==> src/rtl/store_buffer.sv <==
// Posted-store FIFO between MEM stage and data memory; loads bypass unless they overlap a buffered store.
// Load latency 1 cycle; req_ready drops for overlapping loads and for any load or store while the buffer is full.
module store_buffer #(
  parameter int DEPTH  = 4,
  parameter int ADDR_W = 32
) (
  input  logic                   clk,
  input  logic                   rst,
  input  logic                   req_valid,
  output logic                   req_ready,
  input  logic                   req_write,
  input  logic [ADDR_W-1:0]      req_addr,
  input  logic [31:0]            req_wdata,
  input  logic [1:0]             req_type,
  input  logic                   req_unsigned,
  output logic                   resp_valid,
  output logic [31:0]            resp_data,
  output logic [ADDR_W-1:0]      mem_addr,
  output logic [31:0]            mem_write_data,
  output logic                   mem_read,
  output logic                   mem_write,
  output logic [1:0]             load_store_type,
  output logic                   load_unsigned,
  input  logic [31:0]            mem_read_data,
  output logic                   empty,
  output logic [$clog2(DEPTH):0] count
);

  localparam int PW = $clog2(DEPTH);
  localparam int CW = PW + 1;

  logic [ADDR_W-1:0] e_addr [DEPTH];
  logic [31:0]       e_data [DEPTH];
  logic [1:0]        e_type [DEPTH];
  logic [DEPTH-1:0]  e_vld;
  logic [PW-1:0]     rd_ptr, wr_ptr;
  logic [CW-1:0]     cnt;

  logic hazard, full, illegal, ld_grant, drain, enq;
  logic [ADDR_W-1:0] ld_hi;

  function automatic logic [ADDR_W-1:0] span_hi(input logic [ADDR_W-1:0] lo, input logic [1:0] typ);
    case (typ)
      2'd0:    span_hi = lo;
      2'd1:    span_hi = lo + ADDR_W'(1);
      default: span_hi = lo + ADDR_W'(3);
    endcase
  endfunction

  assign ld_hi = span_hi(req_addr, req_type);

  always_comb begin
    hazard = 1'b0;
    for (int i = 0; i < DEPTH; i++) begin
      if (e_vld[i] && (req_addr <= span_hi(e_addr[i], e_type[i])) && (e_addr[i] <= ld_hi))
        hazard = 1'b1;
    end
  end

  assign full    = (cnt == CW'(DEPTH));
  assign illegal = (req_type == 2'd3);

  // Nothing touches memory or is accepted while reset is held, so discarded stores never commit.
  assign req_ready = !rst && (illegal || (req_write ? !full : (!hazard && !full)));
  assign ld_grant  = !rst && req_valid && !req_write && !illegal && !hazard && !full;
  assign drain     = !rst && !ld_grant && (cnt != '0);
  assign enq       = !rst && req_valid && req_write && !illegal && !full;

  always_comb begin
    mem_addr        = '0;
    mem_write_data  = '0;
    mem_read        = 1'b0;
    mem_write       = 1'b0;
    load_store_type = 2'd0;
    load_unsigned   = 1'b0;
    if (ld_grant) begin
      mem_read        = 1'b1;
      mem_addr        = req_addr;
      load_store_type = req_type;
      load_unsigned   = req_unsigned;
    end else if (drain) begin
      mem_write       = 1'b1;
      mem_addr        = e_addr[rd_ptr];
      mem_write_data  = e_data[rd_ptr];
      load_store_type = e_type[rd_ptr];
    end
  end

  always_ff @(posedge clk) begin
    if (rst) begin
      for (int i = 0; i < DEPTH; i++) begin
        e_addr[i] <= '0;
        e_data[i] <= '0;
        e_type[i] <= '0;
      end
      e_vld      <= '0;
      rd_ptr     <= '0;
      wr_ptr     <= '0;
      cnt        <= '0;
      resp_valid <= 1'b0;
      resp_data  <= '0;
    end else begin
      resp_valid <= ld_grant;
      if (ld_grant)
        resp_data <= mem_read_data;
      if (drain) begin
        e_vld[rd_ptr] <= 1'b0;
        rd_ptr        <= rd_ptr + 1'b1;
      end
      if (enq) begin
        e_addr[wr_ptr] <= req_addr;
        e_data[wr_ptr] <= req_wdata;
        e_type[wr_ptr] <= req_type;
        e_vld[wr_ptr]  <= 1'b1;
        wr_ptr         <= wr_ptr + 1'b1;
      end
      case ({enq, drain})
        2'b10:   cnt <= cnt + 1'b1;
        2'b01:   cnt <= cnt - 1'b1;
        default: cnt <= cnt;
      endcase
    end
  end

  assign empty = (cnt == '0);
  assign count = cnt;

endmodule

==> config.mk <==
export PLATFORM = sky130hd
export DESIGN_NAME = store_buffer
export DESIGN_NICKNAME = d
export VERILOG_FILES = /design/src/rtl/store_buffer.sv
export SDC_FILE = /design/constraint.sdc
export NUM_CORES = 1
export LEC_CHECK = 0
export CAP_MARGIN = 20
export CORE_ASPECT_RATIO = 1.1
export CORE_MARGIN = 2
export CORE_UTILIZATION = 30
export DETAILED_ROUTE_END_ITERATION = 6
export PLACE_DENSITY = 0.54
export SLEW_MARGIN = 10
export SYNTH_ARGS = -nofsm -noshare
export SYNTH_HDL_FRONTEND = slang
export SYNTH_SLANG_ARGS = --single-unit
==> constraint.sdc <==
create_clock -name clk -period 19.45 [get_ports clk]
set_input_delay 3.89 -clock clk [delete_from_list [all_inputs] [get_ports clk]]
set_output_delay 3.89 -clock clk [all_outputs]
set_load 0.01 [all_outputs]
==> impl_metrics.toml <==
[timing]
slew_headroom_pct = 30.1
slew_viol_final = 0
setup_slack_ns = 4.49
worst_pin_slew_ns = 1.05
period_minus_slack_ns = 14.96
hold_viol_final = 0
setup_violations = 0
rsz0062_at_grt = "no"
fin_tns_setup_ns = 0
min_period_over_period_pct = 76.9
fmax_mhz = 66.9
fin_skew_ns = 0.0208

[clock_tree]
worstSkewPairLatency_ns = 0.57
cts_root_buf = "clkbuf_16"
cts.reportedPaths.clkPinSlew_ns = 0.06
post_cts_buffers = 0
cts.sink_count = 310
cts_tree = "done"
postCtsHoldBufs = 0
htree_levels = 2
cts_buffers = 38
clk_path_buf_depth = 3
ctsResizeCount = 0

[global_routing]
grt_most_used_layer = "met2"
grt_max_degree = 109
grt-ovfl-total = 0
track_usage_pct = 20.4
antenna_found_initial = 3
grt_pass1_vias = 18000
met3_usage_pct = 3.29
grtUsageMet1_pct = 26.4
use_met2_pct = 34.9
grt_pass1_wl_um = 118000

[yosys]
yosysTopAreaCell = "edfxtp_1"
synth.mux.area_fraction_pct = 7.04
syn_area_per_cell_um2 = 10.6
synth_xor_area_share_pct = 6.10
ys_seq_elements = 310
synth.most_common_cell = "ha_1"
syn-num-nets = 2497
synthSimpleGateAreaFrac_pct = 21.1
syn_area_um2 = 22500
synth_common_cells = "ha_1 (270), edfxtp_1 (264), and2_1 (261), nand2_1 (132), a21oi_1 (112)"
syn_inst = 2118
synth_top_area_share_pct = 35.2
synth_top_family_by_area = "simple AND/OR/NAND/NOR gates"
async_flop_share_pct = 0
synth_fa_ha_area_share_pct = 15.5
ys_top_cells_by_area = "edfxtp_1 (35%), ha_1 (15%), and2_1 (7.2%)"
ys_warn_count = 0
synth_top_flop_cell = "edfxtp_1"
ys_types = 64
yosysSeqAreaShare_pct = 39.3
synth-compound-area-share_pct = 7.99
synth_edf_count = 264

[worst_setup_path]
crit_required_ns = 15.56
cpMostUsedCell = "clkdlybuf4s50_1"
timing.reg2reg.setup_slack_ns = 11.90
start_kind = "input port"
path_cells = "clkdlybuf4s50_1 > nand3_1 > or4_1 > nor3_2 > and4_1 > and2b_1 > nand2_1 > nor3b_2 > xnor2_1 > ha_1 > nand4_1 > nor4_1 > o31ai_1 > o2111ai_1 > a211o_1 > nand4b_4 > buf_4 > o21ai_0 > clkdlybuf4s50_1"
cp_data_arrival_time_ns = 11.07
cp_max_fo = 108
end_kind = "output port"
cpMaxStageDelayCell = "clkdlybuf4s50_1"
crit_type = "input port to output port"
slowest_delay_ns = 0.83

[die]
start_util_pct = 30.3
rows = 105
ios = 210
core_um2 = 74500
dieArea_um2 = 77400
die_h_um = 292
die_x_um = 265

[hold_path]
hp-class = "register to register"

[route]
via_count = 17500
drt_first_pass_iters = 5
postRouteAntennaNets = 0
post-route-drc-count = 0
routed_via_density = 5.30
first_iter_violations = 1097
wl_um = 78900
wl_per_cell_um = 23.9

[placed_design]
hpwlAfterDp_um = 56700
globalplace.congestion = 0.900
dp_slack_ns = 4.42
numPortBuffers = 209

[finish]
drive_gt1_share_pct = 7.15
nFillCells = 7320
diodes = 0
fin_nets = 2687
area_growth_pct = 19.4

[run_status]
status = "finished clean"

[power_and_ir_drop]
finalPower_mw = 1.95
leakagePower_nw = 10.1
p_per_area_nw_per_um2 = 72.4
vdd.ir_drop.worst_mv = 0.0601

[run]
maxCapViolations = 0
==> power breakdown <==
part / internal (mW) / switching [mW] / total (mW) / leakage (nW)
clock: 0.420 / 0.303 / 0.723 / 0.609
sequential: 0.757 / 0.0509 / 0.808 / 3.11
combinational: 0.199 / 0.219 / 0.418 / 6.40
total: 1.38 / 0.573 / 1.95 / 10.1
==> per-layer routing <==
layer  up-vias  share of wire (%)
li1       8179                  -
met1      8761                 43
met2       457                 49
met3       100                5.6
met4         4                2.6
met5         -              0.034
==> cells by family after synthesis <==
| family | count (synthesis) |
|---|---|
| AND/OR/NAND/NOR | 829 |
| flip-flops | 310 |
| AO/OA/AOI/OAI | 301 |
| adder cells (fa/ha/maj) | 276 |
| buffers and inverters | 170 |
| XOR/XNOR | 157 |
| multiplexers | 75 |
==> metrics by stage <==
step	std cells	instance area (um^2)	utilization, %	hold WS (ns)
after CTS	3299	26900	36.1	0.493
after global routing	3299	26900	36.1	0.520
final	3299	26900	36.1	0.489
after detailed placement	3231	25700	34.5	0.474
after floorplan	2118	22500	-	0.497
after global placement	3231	25700	34.5	0.471
==> final timing paths <==
check                             startpoint           end  depth (start not counted)
worst min-delay path            resp_data[5]  resp_data[5]                          2
worst min register to register  resp_data[5]  resp_data[5]                          2
worst max-delay path             req_addr[4]  mem_addr[24]                         19
worst max register to register  e_type[0][1]      count[2]                         28
==> final cells by class <==
type	count	area [um^2]	area share (%)
sequential	310	8860	32.9
inverter	93	349	1.30
clock inverter	26	244	0.906
timing repair buffer	227	2230	8.27
tap	963	1200	4.48
multi-input combinational	1638	13100	48.5
clock buffer	42	987	3.67
==> critical path: cells and delay by family <==
| family | cells | cell delay [ns] |
|---|---|---|
| adder cells (fa/ha/maj) | 1 | 0.36 |
| buffers and inverters | 3 | 2.00 |
| AO/OA/AOI/OAI | 4 | 1.01 |
| AND/OR/NAND/NOR | 10 | 3.54 |
| XOR/XNOR | 1 | 0.17 |
==> sequential cells by signal, indices dropped and copies added (netlist names), named ones only <==
| name | flops |
|---|---|
| resp_data | 32 |
| e_data | 128 |
| count | 3 |
| resp_valid | 1 |
| e_vld | 4 |
| e_type | 8 |
| e_addr | 128 |
| rd_ptr | 2 |
| wr_ptr | 2 |
==> cells in the final DEF, fill, tap and decap left out, drive strengths merged, types with 67 or more instances in the layout <==
cell	instances
ha	270
edfxtp	264
and2	261
clkdlybuf4s50	209
nand2	132
a21oi	112
o21ai	101
inv	95
xor2	88
nand4	71
xnor2	69
nand3b	67
Power figures use the tool's default switching activity.
